[src/rtl/uart_gen2.sv]
// uart_gen2: full-duplex UART with runtime baud divisor, optional parity,
// one or two stop bits, TX/RX FIFOs and sticky error flags.
// Ports:
//   clk, reset (async, active-low)
//   dvsr                16x oversample tick period minus one
//   par_mode, stop2     frame format, latched by TX and RX at frame start
//   wr_uart, w_data     push into TX FIFO; tx_full reports TX FIFO full
//   rd_uart, r_data     pop RX FIFO (first-word fall-through); rx_empty
//   rx, tx              serial lines, idle high
//   tx_done_tick, rx_done_tick   one-clock frame-complete pulses
//   e_parity, e_frame, e_rxof, e_txof   sticky errors, cleared by err_clr
`timescale 1ns/1ps

// Small FIFO with combinational head read so the head word is visible
// without a pop. Pointers carry one extra wrap bit to tell full from empty.
module uart_gen2_fifo #(
    parameter int DW = 8,
    parameter int AW = 4
) (
    input  logic          clk,
    input  logic          reset,
    input  logic          wr,
    input  logic          rd,
    input  logic [DW-1:0] w_data,
    output logic [DW-1:0] r_data,
    output logic          full,
    output logic          empty
);
    localparam int DEPTH = 1 << AW;

    logic [DW-1:0] mem [DEPTH];
    logic [AW:0]   w_ptr_reg;
    logic [AW:0]   r_ptr_reg;
    logic          wr_en;
    logic          rd_en;

    assign empty = (w_ptr_reg == r_ptr_reg);
    assign full  = (w_ptr_reg[AW] != r_ptr_reg[AW]) &&
                   (w_ptr_reg[AW-1:0] == r_ptr_reg[AW-1:0]);

    // A simultaneous read makes room on full; a simultaneous write supplies
    // the word on empty. Either way both pointers move and occupancy holds.
    assign wr_en = wr && (!full || rd);
    assign rd_en = rd && (!empty || wr);

    always_ff @(posedge clk) begin
        if (wr_en)
            mem[w_ptr_reg[AW-1:0]] <= w_data;
    end

    assign r_data = mem[r_ptr_reg[AW-1:0]];

    always_ff @(posedge clk or negedge reset) begin
        if (!reset) begin
            w_ptr_reg <= '0;
            r_ptr_reg <= '0;
        end else begin
            if (wr_en) w_ptr_reg <= w_ptr_reg + 1'b1;
            if (rd_en) r_ptr_reg <= r_ptr_reg + 1'b1;
        end
    end
endmodule

module uart_gen2 #(
    parameter int DBIT   = 8,
    parameter int FIFO_W = 4,
    parameter int DVSR_W = 16
) (
    input  logic              clk,
    input  logic              reset,
    input  logic [DVSR_W-1:0] dvsr,
    input  logic [1:0]        par_mode,
    input  logic              stop2,
    input  logic              wr_uart,
    input  logic [DBIT-1:0]   w_data,
    input  logic              rd_uart,
    input  logic              rx,
    input  logic              err_clr,
    output logic              tx,
    output logic              tx_full,
    output logic              rx_empty,
    output logic [DBIT-1:0]   r_data,
    output logic              tx_done_tick,
    output logic              rx_done_tick,
    output logic              e_parity,
    output logic              e_frame,
    output logic              e_rxof,
    output logic              e_txof
);
    typedef enum logic [2:0] {S_IDLE, S_START, S_DATA, S_PARITY, S_STOP} state_t;

    localparam logic [3:0] LAST_BIT = 4'(DBIT - 1);

    // ---------------- baud generator ----------------
    // dvsr is captured only on wrap so a new value never strands the count
    // above the compare point.
    logic [DVSR_W-1:0] baud_cnt_reg;
    logic [DVSR_W-1:0] dvsr_reg;
    logic              tick;

    assign tick = (baud_cnt_reg == dvsr_reg);

    always_ff @(posedge clk or negedge reset) begin
        if (!reset) begin
            baud_cnt_reg <= '0;
            dvsr_reg     <= '0;
        end else if (tick) begin
            baud_cnt_reg <= '0;
            dvsr_reg     <= dvsr;
        end else begin
            baud_cnt_reg <= baud_cnt_reg + 1'b1;
        end
    end

    // ---------------- FIFOs ----------------
    logic            tx_empty;
    logic [DBIT-1:0] tx_head;
    logic            tx_pop;
    logic            rx_full;
    logic            rx_push;
    logic [DBIT-1:0] rx_data_reg;

    uart_gen2_fifo #(.DW(DBIT), .AW(FIFO_W)) u_tx_fifo (
        .clk(clk), .reset(reset), .wr(wr_uart), .rd(tx_pop),
        .w_data(w_data), .r_data(tx_head), .full(tx_full), .empty(tx_empty)
    );

    uart_gen2_fifo #(.DW(DBIT), .AW(FIFO_W)) u_rx_fifo (
        .clk(clk), .reset(reset), .wr(rx_push), .rd(rd_uart),
        .w_data(rx_data_reg), .r_data(r_data), .full(rx_full), .empty(rx_empty)
    );

    // ---------------- transmitter ----------------
    state_t          tx_state_reg;
    logic [4:0]      tx_s_reg;
    logic [3:0]      tx_n_reg;
    logic [DBIT-1:0] tx_data_reg;
    logic            tx_par_en_reg;
    logic            tx_pbit_reg;
    logic            tx_stop2_reg;
    logic            tx_reg;
    logic            tx_done_reg;

    assign tx_pop = (tx_state_reg == S_IDLE) && tick && !tx_empty;

    always_ff @(posedge clk or negedge reset) begin
        if (!reset) begin
            tx_state_reg  <= S_IDLE;
            tx_s_reg      <= '0;
            tx_n_reg      <= '0;
            tx_data_reg   <= '0;
            tx_par_en_reg <= 1'b0;
            tx_pbit_reg   <= 1'b0;
            tx_stop2_reg  <= 1'b0;
            tx_reg        <= 1'b1;
            tx_done_reg   <= 1'b0;
        end else begin
            tx_done_reg <= 1'b0;
            case (tx_state_reg)
                S_IDLE: begin
                    if (tx_pop) begin
                        tx_reg        <= 1'b0;
                        tx_data_reg   <= tx_head;
                        // par_mode 01/10 enable parity; bit 1 selects odd
                        tx_par_en_reg <= ^par_mode;
                        tx_pbit_reg   <= (^tx_head) ^ par_mode[1];
                        tx_stop2_reg  <= stop2;
                        tx_s_reg      <= '0;
                        tx_state_reg  <= S_START;
                    end
                end
                S_START: begin
                    if (tick) begin
                        if (tx_s_reg == 5'd15) begin
                            tx_s_reg     <= '0;
                            tx_n_reg     <= '0;
                            tx_reg       <= tx_data_reg[0];
                            tx_state_reg <= S_DATA;
                        end else begin
                            tx_s_reg <= tx_s_reg + 1'b1;
                        end
                    end
                end
                S_DATA: begin
                    if (tick) begin
                        if (tx_s_reg == 5'd15) begin
                            tx_s_reg <= '0;
                            if (tx_n_reg == LAST_BIT) begin
                                if (tx_par_en_reg) begin
                                    tx_reg       <= tx_pbit_reg;
                                    tx_state_reg <= S_PARITY;
                                end else begin
                                    tx_reg       <= 1'b1;
                                    tx_state_reg <= S_STOP;
                                end
                            end else begin
                                tx_n_reg    <= tx_n_reg + 1'b1;
                                tx_reg      <= tx_data_reg[1];
                                tx_data_reg <= tx_data_reg >> 1;
                            end
                        end else begin
                            tx_s_reg <= tx_s_reg + 1'b1;
                        end
                    end
                end
                S_PARITY: begin
                    if (tick) begin
                        if (tx_s_reg == 5'd15) begin
                            tx_s_reg     <= '0;
                            tx_reg       <= 1'b1;
                            tx_state_reg <= S_STOP;
                        end else begin
                            tx_s_reg <= tx_s_reg + 1'b1;
                        end
                    end
                end
                S_STOP: begin
                    if (tick) begin
                        if (tx_s_reg == (tx_stop2_reg ? 5'd31 : 5'd15)) begin
                            tx_done_reg  <= 1'b1;
                            tx_state_reg <= S_IDLE;
                        end else begin
                            tx_s_reg <= tx_s_reg + 1'b1;
                        end
                    end
                end
                default: tx_state_reg <= S_IDLE;
            endcase
        end
    end

    // ---------------- receiver ----------------
    logic       rx_meta_reg;
    logic       rx_sync_reg;
    state_t     rx_state_reg;
    logic [3:0] rx_s_reg;
    logic [3:0] rx_n_reg;
    logic       rx_par_en_reg;
    logic       rx_podd_reg;
    logic       rx_done_reg;
    logic       e_parity_reg;
    logic       e_frame_reg;

    always_ff @(posedge clk or negedge reset) begin
        if (!reset) begin
            rx_meta_reg <= 1'b1;
            rx_sync_reg <= 1'b1;
        end else begin
            rx_meta_reg <= rx;
            rx_sync_reg <= rx_meta_reg;
        end
    end

    // The word is pushed in the same cycle the stop bit is sampled, so it
    // is visible at r_data while rx_done_tick is high.
    assign rx_push = (rx_state_reg == S_STOP) && tick && (rx_s_reg == 4'd15);

    always_ff @(posedge clk or negedge reset) begin
        if (!reset) begin
            rx_state_reg  <= S_IDLE;
            rx_s_reg      <= '0;
            rx_n_reg      <= '0;
            rx_data_reg   <= '0;
            rx_par_en_reg <= 1'b0;
            rx_podd_reg   <= 1'b0;
            rx_done_reg   <= 1'b0;
            e_parity_reg  <= 1'b0;
            e_frame_reg   <= 1'b0;
        end else begin
            rx_done_reg <= 1'b0;
            // Clear first; a same-cycle error below overrides the clear.
            if (err_clr) begin
                e_parity_reg <= 1'b0;
                e_frame_reg  <= 1'b0;
            end
            case (rx_state_reg)
                S_IDLE: begin
                    if (!rx_sync_reg) begin
                        rx_s_reg      <= '0;
                        rx_par_en_reg <= ^par_mode;
                        rx_podd_reg   <= par_mode[1];
                        rx_state_reg  <= S_START;
                    end
                end
                S_START: begin
                    if (tick) begin
                        if (rx_s_reg == 4'd7) begin
                            rx_s_reg <= '0;
                            rx_n_reg <= '0;
                            // still high at mid start bit: treat as a glitch
                            rx_state_reg <= rx_sync_reg ? S_IDLE : S_DATA;
                        end else begin
                            rx_s_reg <= rx_s_reg + 1'b1;
                        end
                    end
                end
                S_DATA: begin
                    if (tick) begin
                        if (rx_s_reg == 4'd15) begin
                            rx_s_reg    <= '0;
                            rx_data_reg <= {rx_sync_reg, rx_data_reg[DBIT-1:1]};
                            if (rx_n_reg == LAST_BIT)
                                rx_state_reg <= rx_par_en_reg ? S_PARITY : S_STOP;
                            else
                                rx_n_reg <= rx_n_reg + 1'b1;
                        end else begin
                            rx_s_reg <= rx_s_reg + 1'b1;
                        end
                    end
                end
                S_PARITY: begin
                    if (tick) begin
                        if (rx_s_reg == 4'd15) begin
                            rx_s_reg <= '0;
                            if (rx_sync_reg != ((^rx_data_reg) ^ rx_podd_reg))
                                e_parity_reg <= 1'b1;
                            rx_state_reg <= S_STOP;
                        end else begin
                            rx_s_reg <= rx_s_reg + 1'b1;
                        end
                    end
                end
                S_STOP: begin
                    if (tick) begin
                        if (rx_s_reg == 4'd15) begin
                            if (!rx_sync_reg)
                                e_frame_reg <= 1'b1;
                            rx_done_reg  <= 1'b1;
                            rx_state_reg <= S_IDLE;
                        end else begin
                            rx_s_reg <= rx_s_reg + 1'b1;
                        end
                    end
                end
                default: rx_state_reg <= S_IDLE;
            endcase
        end
    end

    // ---------------- overflow flags ----------------
    logic e_rxof_reg;
    logic e_txof_reg;
    logic rxof_ev;
    logic txof_ev;

    assign rxof_ev = rx_push && rx_full && !rd_uart;
    assign txof_ev = wr_uart && tx_full && !tx_pop;

    always_ff @(posedge clk or negedge reset) begin
        if (!reset) begin
            e_rxof_reg <= 1'b0;
            e_txof_reg <= 1'b0;
        end else begin
            if (err_clr) begin
                e_rxof_reg <= 1'b0;
                e_txof_reg <= 1'b0;
            end
            if (rxof_ev) e_rxof_reg <= 1'b1;
            if (txof_ev) e_txof_reg <= 1'b1;
        end
    end

    assign tx           = tx_reg;
    assign tx_done_tick = tx_done_reg;
    assign rx_done_tick = rx_done_reg;
    assign e_parity     = e_parity_reg;
    assign e_frame      = e_frame_reg;
    assign e_rxof       = e_rxof_reg;
    assign e_txof       = e_txof_reg;
endmodule
[config.mk]
export PLATFORM = sky130hd
export DESIGN_NAME = uart_gen2
export DESIGN_NICKNAME = d
export VERILOG_FILES = /design/src/rtl/uart_gen2.sv
export SDC_FILE = /design/constraint.sdc
export NUM_CORES = 1
export LEC_CHECK = 0
export CAP_MARGIN = 20
export CELL_PAD_IN_SITES_DETAIL_PLACEMENT = 1
export CELL_PAD_IN_SITES_GLOBAL_PLACEMENT = 2
export CORE_ASPECT_RATIO = 1.25
export CORE_MARGIN = 8
export CORE_UTILIZATION = 35
export CTS_BUF_LIST = sky130_fd_sc_hd__clkbuf_8
export DETAILED_ROUTE_END_ITERATION = 16
export DONT_BUFFER_PORTS = 1
export GPL_ROUTABILITY_DRIVEN = 0
export GPL_TIMING_DRIVEN = 0
export PLACE_DENSITY_LB_ADDON = 0.2
export SLEW_MARGIN = 20
export SYNTH_ARGS = -nofsm -noshare
export SYNTH_HDL_FRONTEND = slang
export SYNTH_SLANG_ARGS = --single-unit
[constraint.sdc]
create_clock -name clk -period 3.8 [get_ports clk]
set_input_delay 0.57 -clock clk [delete_from_list [all_inputs] [get_ports clk]]
set_output_delay 0.57 -clock clk [all_outputs]
set_load 0.05 [all_outputs]
==> impl_metrics.toml, run 1 <==
[setup_path]
worstSetupEndpoint = "r_data[7]"
reg2reg_from = "baud_cnt_reg[11]"
startpoint_type = "flip-flop"
critPathMaxFanout = 10
crit_arrival_ns = 2.99
endpoint_kind = "output port"
regToRegSetupSlack_ns = 0.26
r2r.worst_path.cells = 10
rr_endpoint = "u_rx_fifo.mem[15][4]"
worstSetupPathType = "reg2out"
required_ns = 3.23
crit_start = "u_rx_fifo.r_ptr_reg[0]"

[detailed_routing]
wl_um = 36000
drt_iter0_drc = 300
drt-pass1-iter-count = 4
ant_nets = 0
wire_per_inst_um = 20.9
vias = 8525
drc = 0
viasPerCell = 4.96

[pwr]
total_power_mw = 9.17
irDropWorstVdd_mv = 0.301
leakagePower_nw = 6.65
power-per-cell-area_nw_per_um2 = 512

[clock_network]
htree_levels = 2
cts_root_buffer = "clkbuf_8"
clk_pin_slew_ns = 0.06
post_cts_buffers = 0
cts_sinks = 361
insertion_delay_ns = 0.65
clockBufferDepth = 3
cts_tree = "built"
cts_made_buffers = 60

[synth]
syn_nets = 1044
synth_edf_count = 256
avgSynthCellArea_um2 = 15.6
synth_area_um2 = 15500
synth_cells = 994
async_reset_ff_share_pct = 29.1
ys_seq_area_share_pct = 66.7
yosysWarnings = 0
ys_ff_latch = 361
synth_ff_type = "edfxtp_1"
synth.distinct_cells = 53

[floorplan]
core_area_um2 = 43900
die_w_um = 204
initial_core_util_pct = 35.2
rows = 86
die_y_um = 251
ios = 50
dieArea_um2 = 51200

[sta]
hold_viol_final = 0
setup_viol_count_final = 0
rsz0062_at_grt = "yes"
slew_violations = 0
period_share_pct = 93.7
fin_skew_ns = 0.0232
hold_ws_ns = 0.0871
tightest_slew_ns = 0.936
fin_tns_setup_ns = 0
min_period_ns = 3.56
fmax_mhz = 281
max_slew_margin_pct = 37.6

[layout]
final_core_util_pct = 40.8
area_growth_pct = 15.7
final_nets = 1146
drive_gt1_share_pct = 21.6
instances_no_fill = 1719
n_fill_cell = 4414

[global_route]
grt_pass1_wl_um = 56600
antenna_found_initial = 2
grt_overflow = 0
grt_max_degree = 106
grt.total_usage_pct = 14.3
grt_pass1_vias = 9493

[outcome]
status = "finished clean"

[placed_design]
numPortBuffers = 0
place_hpwl_um = 25000
dp_cells = 1578

[worst_hold_path]
hold_path_class = "in2reg"
hold_depth = 1

[flow_run]
cap_viol_max_count = 0
[metal layers]
layer / vias up / routed length [µm] / global-route usage (%) / part of all wire [%]
met2: 120 / 19300 / 25.9 / 54
met1: 4376 / 14500 / 16.7 / 40
met5: - / 0 / 0 / 0
met3: 64 / 1200 / 2.65 / 3.3
met4: 0 / 903 / 5.29 / 2.5
li1: 3965 / - / - / -
[worst min path at each step]
| stage | startpoint | to | slack [ns] |
|---|---|---|---|
| finish | stop2 | tx_stop2_reg | 0.09 |
| global route | par_mode[1] | rx_podd_reg | 0.05 |
| CTS | par_mode[1] | rx_podd_reg | 0.03 |
| detailed placement | reset | u_tx_fifo.w_ptr_reg[1] | 0.29 |
| global placement | reset | u_tx_fifo.w_ptr_reg[1] | 0.29 |
| floorplan | reset | baud_cnt_reg[0] | 0.27 |
[cells in the final DEF, fill, tap and decap left out, types with 12 or more instances in the layout]
cell,instances
nor2_1,57
mux2i_1,22
buf_2,13
nor2b_1,15
nand3_1,18
clkbuf_8,66
mux4_2,69
xnor2_1,61
inv_1,44
clkbuf_1,16
dlygate4sd3_1,27
a21oi_1,29
dfrtp_1,102
clkinv_2,12
xor2_1,19
and2_1,13
nand2_1,49
mux2_2,29
o21ai_0,24
edfxtp_1,256
ha_1,17
nand4_1,16
[repair_timing]
action | 4_1_cts | 5_1_grt
resized for setup | 19 | 10
setup endpoints to repair | 95 | 106
hold buffers | 28 | 0
cloned | 0 | 0
endpoints found under the hold margin | 253 | 0
[cells in the mapped netlist, types with 12 or more instances]
library cell	instances	area (µm²)
edfxtp_1	256	7690
dfrtp_1	102	2550
nor2_1	70	263
mux4_2	69	1550
xnor2_1	61	534
nand2_1	49	184
a21oi_1	29	145
mux2_2	29	327
inv_1	27	101
clkbuf_1	25	93.8
o21ai_0	24	120
mux2i_1	22	220
xor2_1	19	166
nand3_1	18	90.1
ha_1	17	213
nand4_1	16	100
nor2b_1	15	93.8
and2_1	13	81.3
nor3_1	12	60.1
[cell type report]
class	instances	area (µm²)	area share, %
clock inverters	45	309	1.73
clock buffers	66	908	5.07
multi-input cells	560	4940	27.6
well taps	572	716	4.00
flip-flops and latches	361	10300	57.6
plain buffers	46	233	1.30
diodes	2	5.00	0.0280
inverters	27	101	0.566
repair buffers	40	373	2.08
[where the power goes]
part	total, mW	internal (mW)	switching [mW]
Sequential	4.57	4.43	0.137
Clock	3.45	1.87	1.58
Combinational	1.15	0.463	0.686
Total	9.17	6.77	2.40
[critical path, cell delays in order (launching register included)]
cell and delay [ns]:
dfrtp_1 0.35, clkbuf_2 0.29, clkbuf_2 0.44, mux4_2 0.60, mux4_2 0.65
[cells by family (layout without fill, tap and decap cells)]
kind of cell	after synthesis	in the layout	synth area share (%)
DFF	361	361	66.7
and+or+nand+nor	244	244	7.92
muxes	121	121	13.6
AOI/OAI and AO/OA	98	98	3.78
xor gates and xnor gates	80	80	4.53
buffers and inverters	73	224	2.07
adders and majority gates	17	17	1.37
other	0	2	0
[stage by stage]
step / worst slack, ns / instance area [µm²]
floorplan: 0.808 / 15500
global placement: -2.00 / 16200
detailed placement: -0.171 / 16300
CTS: 0.00909 / 17900
global route: -0.0890 / 17900
finish: 0.239 / 17900
(Power assumes the default switching activity.)
==> run 2: changes to the inputs <==
Settings changed: CORE_UTILIZATION 35 to 38, SYNTH_HIERARCHICAL set to 1.
==> run 2 against run 1 <==
- clock power shrank 9.3%
- flip-flop and latch count is the same
- global-route usage grew 2.0 points
- sequential power shrank 2%
- largest cell class unchanged
- highest routed layer is now met5
==> impl_metrics.toml, run 2 <==
[outcome]
status = "finished clean"

[clock_network]
cts_root_buffer = "clkbuf_8"
cts_tree = "built"
cts_made_buffers = 58
htree_levels = 2
insertion_delay_ns = 0.65
cts_sinks = 361
clk_pin_slew_ns = 0.07
clockBufferDepth = 3

[global_route]
grt_max_degree = 106
grt.total_usage_pct = 16.3
grt_pass1_vias = 9932
met3_usage_pct = 3.93
met1_usage_pct = 19.4
grt_overflow = 0
grt.busiest_layer = "met2"
grt_use_met2_pct = 28.8
antenna_found_initial = 5
grt_pass1_wl_um = 60100

[detailed_routing]
drt-pass1-iter-count = 4
wl_um = 38700
viasPerCell = 5.23
drt_iter0_drc = 285
wire_per_inst_um = 22.3
vias = 9064
drc = 0
ant_nets = 0

[synth]
syn_nets = 1095
synth_largest_area_cell = "edfxtp_1"
ys_seq_area_share_pct = 65.4
synth.distinct_cells = 76
synth_edf_count = 256
yosysWarnings = 6
synth_area_leaders = "edfxtp_1 (49%), dfrtp_1 (16%), mux2_2 (3.7%), mux4_2 (3.7%), mux4_1 (2.3%)"
synthTopCellsByCount = "edfxtp_1 (256), dfrtp_1 (102), nand2_1 (76)"
async_reset_ff_share_pct = 29.1
avgSynthCellArea_um2 = 15.1
synth_area_um2 = 15800
synth_top_area_share_pct = 48.7
synth_cells = 1045
ys_ff_latch = 361
synth_ff_type = "edfxtp_1"
yosys.cell_count.top_type = "edfxtp_1"

[layout]
drive_gt1_share_pct = 17.7
fin_area_um2 = 17900
multi_input_area_um2 = 5080
regArea_um2 = 10300
final_cell_mix = "edfxtp_1 (256), dfrtp_1 (102), nand2_1 (76)"
n_fill_cell = 4093
final_core_util_pct = 43.6
instances_no_fill = 1734
final_nets = 1182
area_growth_pct = 13.2
final_common_cell = "edfxtp_1"

[sta]
fin_skew_ns = 0.0311
min_period_ns = 3.49
max_slew_margin_pct = 31.4
tightest_slew_ns = 1.02
rsz0062_at_grt = "no"
setup_viol_count_final = 0
period_share_pct = 91.9
slew_violations = 0
hold_viol_final = 0
fmax_mhz = 286

[setup_path]
regToRegSetupSlack_ns = 0.31
rr_endpoint = "u_tx_fifo/mem[3][7]"
worstSetupPathType = "reg2reg"
endpoint_kind = "flip-flop"
reg2reg_from = "baud_cnt_reg[7]"
critPathMaxFanout = 10
r2r.worst_path.cells = 10
required_ns = 4.05
crit_arrival_ns = 3.75
startpoint_type = "flip-flop"

[floorplan]
initial_core_util_pct = 38.5
dieArea_um2 = 48400
die_w_um = 198
ios = 50
core_area_um2 = 41000
rows = 83
die_y_um = 244

[flow_run]
cap_viol_max_count = 0

[pwr]
total_power_mw = 9.08
irDropWorstVdd_mv = 0.370
power-per-cell-area_nw_per_um2 = 508
leakagePower_nw = 6.93

[worst_hold_path]
min-delay-start = "par_mode[1]"
hold_depth = 1
hold_end = "rx_podd_reg"
hold_path_class = "in2reg"

[placed_design]
numPortBuffers = 0
dp_cells = 1597
place_hpwl_um = 25800
dpl_cell_area_um2 = 16500
==> run 2: cell count changes in the layout (fill, tap and decap cells not counted), moves of 9 or more <==
cell     change
and3_1      +11
mux4_1      +14
mux2_2      +23
xor2_1      +14
mux4_2      -43
a221o_1      +9
nand2_1     +27
a21oi_1     -15
nor2_1      -24
xnor2_1     -20
==> run 2: area by class of cell <==
type / count / share of cell area (%)
Sequential cell: 361 / 57.7
Clock inverter: 49 / 1.53
Buffer: 52 / 1.70
Antenna cell: 3 / 0.0420
Tap cell: 552 / 3.86
Clock buffer: 58 / 4.47
Multi-Input combinational cell: 601 / 28.4
Inverter: 31 / 0.651
Timing Repair Buffer: 27 / 1.61
==> run 2: power breakdown <==
| part | total [mW] | switching [mW] | leakage [nW] | internal (mW) |
|---|---|---|---|---|
| registers | 4.50 | 0.0934 | 3.96 | 4.41 |
| clock network | 3.13 | 1.56 | 0.617 | 1.57 |
| logic | 1.45 | 0.926 | 2.36 | 0.519 |
==> run 2: worst max-delay path by stage <==
stage,from,endpoint,slack [ns],depth (start not counted)
finish,baud_cnt_reg[7],u_tx_fifo/mem[3][7],0.31,10
CTS,baud_cnt_reg[13],u_rx_fifo/mem[2][6],0.05,7
global placement,baud_cnt_reg[9],u_rx_fifo/mem[1][0],-0.38,7
detailed placement,baud_cnt_reg[9],u_rx_fifo/mem[2][4],-0.41,7
global route,baud_cnt_reg[13],u_tx_fifo/mem[3][7],0.03,10
floorplan,baud_cnt_reg[5],u_tx_fifo/mem[3][0],1.0,10
==> run 2: metal layers <==
| layer | wire length (µm) | share of wire, % |
|---|---|---|
| met1 | 16100 | 42 |
| met2 | 20000 | 52 |
| met3 | 1700 | 4.4 |
| met4 | 784 | 2.0 |
| met5 | 21 | 0.054 |
==> run 2: through the flow <==
stage | TNS, ns | hold WS (ns) | worst slack [ns]
after floorplan | 0 | 0.274 | 0.997
after global placement | -37.41 | 0.279 | -0.385
after detailed placement | -34.02 | 0.280 | -0.406
after CTS | 0 | 0.0180 | 0.0507
after global routing | 0 | 0.0202 | 0.0251
final | 0 | 0.0853 | 0.308
==> run 2: cells by family after synthesis <==
logic type                 after synthesis  share of synthesized area [%]
adders and majority gates               17                           1.35
xor gates and xnor gates                74                           4.11
muxes                                  124                           11.8
buffers and inverters                   83                           2.66
DFF                                    361                           65.4
and+or+nand+nor                        248                           8.49
AOI/OAI and AO/OA                      138                           6.20
==> run 2: repair_timing <==
action	4_1_cts	5_1_grt
gates resized for setup	3	7
endpoints found under the setup margin	129	56
buffers inserted	0	0
hold endpoints to repair	250	0
hold buffers	27	0
pin swaps	0	1
==> run 2: critical path: stages, from the launching register on <==
cell and delay [ns]:
dfrtp_1 0.43, xor2_1 0.16, nor4_1 0.52, and4_1 0.29, buf_2 0.21, nand2_1 0.27, inv_1 0.15, o31a_1 0.20
buf_6 0.15, nand2_1 0.09, nor3_2 0.60
==> run 3: changes to the inputs <==
Settings changed: CORE_UTILIZATION 38 to 53, CTS_BUF_LIST sky130_fd_sc_hd__clkbuf_8 to sky130_fd_sc_hd__clkbuf_4.
Clock period 3.8 ns to 4.1 ns, I/O delays scaled along.
==> run 3 against run 2 <==
- worst hold slack better by 0.0030 ns
- highest routed layer unchanged
- sequential power is 7.3% lower
- setup slack better by 0.13 ns
- via count is 3.2% higher
- final cell count is 5.6% lower
- register-to-register slack better by 0.13 ns
- critical endpoint is now u_rx_fifo/mem[10][2]
- critical path depth is 3 lower
- utilization is 17 points higher
- clock skew is 0.024 ns higher
- clock power is 7.0% lower
- design area is 0.81% lower
- sequential share of layout area is 0.47 points higher
==> impl_metrics.toml, run 3 (same netlist as run 2, synthesis figures left out) <==
[clock_network]
cts_made_buffers = 89
post_cts_buffers = 0
clockBufferDepth = 3
cts_sinks = 361
cts_root_buffer = "clkbuf_4"
insertion_delay_ns = 0.74
htree_levels = 3
cts_tree = "built"
clk_pin_slew_ns = 0.06

[floorplan]
die_w_um = 170
dieArea_um2 = 35600
ios = 50
die_y_um = 209
initial_core_util_pct = 54.0
core_area_um2 = 29300
rows = 70

[setup_path]
crit_chain = "xor2_1 -> nor4_1 -> nand4_2 -> nor3_2 -> a21boi_1 -> clkbuf_1 -> and3_1"
reg2reg_from = "baud_cnt_reg[9]"
critPathBufInv = 1
worstSetupEndpoint = "u_rx_fifo/mem[10][2]"
crit_start = "baud_cnt_reg[9]"
cp_slowest_cell = "nor3_2"
startpoint_type = "flip-flop"
r2r.worst_path.cells = 7
regToRegSetupSlack_ns = 0.44
worstSetupPathType = "reg2reg"
rr_endpoint = "u_rx_fifo/mem[10][2]"
crit_family = "simple AND/OR/NAND/NOR gates"
max_stage_delay_ns = 0.56
endpoint_kind = "flip-flop"
cp.depth = 7
required_ns = 4.45
crit_arrival_ns = 4.01
critPathMaxFanout = 10

[sta]
setup_viol_count_final = 0
fin_tns_setup_ns = 0
period_share_pct = 89.2
hold_viol_final = 0
min_period_ns = 3.66
fin_skew_ns = 0.0551
fmax_mhz = 273
slew_violations = 0
setup_slack_ns = 0.443
rsz0062_at_grt = "no"
max_slew_margin_pct = 31.2
tightest_slew_ns = 1.03

[detailed_routing]
ant_nets = 0
drc = 0
drt-pass1-iter-count = 4
route.met2.wl_um = 19900
drt_iter0_drc = 460
vias = 9351
highest_layer = "met5"
wl_um = 37500
wire_per_inst_um = 22.9
met1_length_um = 15000
met3_length_um = 1590
viasPerCell = 5.71

[layout]
drive_gt1_share_pct = 21.6
final_nets = 1215
regArea_um2 = 10300
n_fill_cell = 2833
multi_input_area_um2 = 5050
area_growth_pct = 12.3
final_cell_mix = "edfxtp_1 (256), clkbuf_4 (132), dfrtp_1 (102)"
final_common_cell = "edfxtp_1"

[global_route]
antenna_found_initial = 4
grt_pass1_vias = 10500
grt.total_usage_pct = 21.8
grt_max_degree = 106
grt_overflow = 0
grt_pass1_wl_um = 59500

[pwr]
leakagePower_nw = 6.98
power-per-cell-area_nw_per_um2 = 476
total_power_mw = 8.44
irDropWorstVdd_mv = 0.310

[flow_run]
cap_viol_max_count = 0

[worst_hold_path]
min-delay-start = "stop2"
hold_path_class = "in2reg"

[placed_design]
numPortBuffers = 0
place_hpwl_um = 25100
post-place-ws_ns = 0.153

[outcome]
status = "finished clean"
==> run 3: per-stage QoR <==
stage	utilization (%)	area, µm²	cells	hold WS (ns)
after floorplan	-	15800	1045	0.319
after global placement	55.7	16300	1441	0.330
after detailed placement	55.7	16300	1441	0.329
after CTS	60.6	17700	1634	0.00217
after global routing	60.6	17700	1637	0.0117
final	60.6	17700	1637	0.0884
==> run 3: power by group <==
group / internal [mW] / switching (mW) / total [mW]
registers: 4.08 / 0.0876 / 4.17
clock network: 1.48 / 1.42 / 2.91
logic: 0.485 / 0.878 / 1.36
==> run 3: worst reg2reg max path: cells and delay by family, from the launching register on <==
| family | cells | cell delay [ns] |
|---|---|---|
| compound gates | 1 | 0.31 |
| xor+xnor | 1 | 0.16 |
| buf+inv | 1 | 0.37 |
| flops | 1 | 0.43 |
| simple gates | 4 | 2.04 |
==> run 3: what timing repair did <==
| action | in CTS | in global routing |
|---|---|---|
| hold endpoints to repair | 252 | 0 |
| hold buffers | 29 | 0 |
| setup endpoints to repair | 0 | 56 |
| gates resized for setup | 0 | 1 |
==> run 3: area by class of cell <==
class / instances / share of cell area, %
Inverter: 31 / 0.656
Multi-Input combinational cell: 601 / 28.5
Sequential cell: 361 / 58.2
Clock inverter: 32 / 0.755
Tap cell: 396 / 2.79
Buffer: 52 / 1.71
Antenna cell: 3 / 0.0423
Clock buffer: 132 / 5.59
Timing Repair Buffer: 29 / 1.74
==> run 3: layer usage <==
| metal | GRT usage [%] | vias up |
|---|---|---|
| met5 | 0 | - |
| met4 | 8.61 | 2 |
| met3 | 4.66 | 58 |
| met2 | 38.4 | 195 |
| met1 | 25.3 | 4806 |
| li1 | - | 4290 |
==> run 3: worst min-delay path by stage <==
stage,end,slack (ns),depth (start not counted)
floorplan,baud_cnt_reg[0],0.32,0
finish,tx_stop2_reg,0.09,1
global placement,u_rx_fifo/r_ptr_reg[0],0.33,0
CTS,tx_stop2_reg,0.002,1
global route,tx_stop2_reg,0.01,1
detailed placement,u_rx_fifo/r_ptr_reg[1],0.33,0
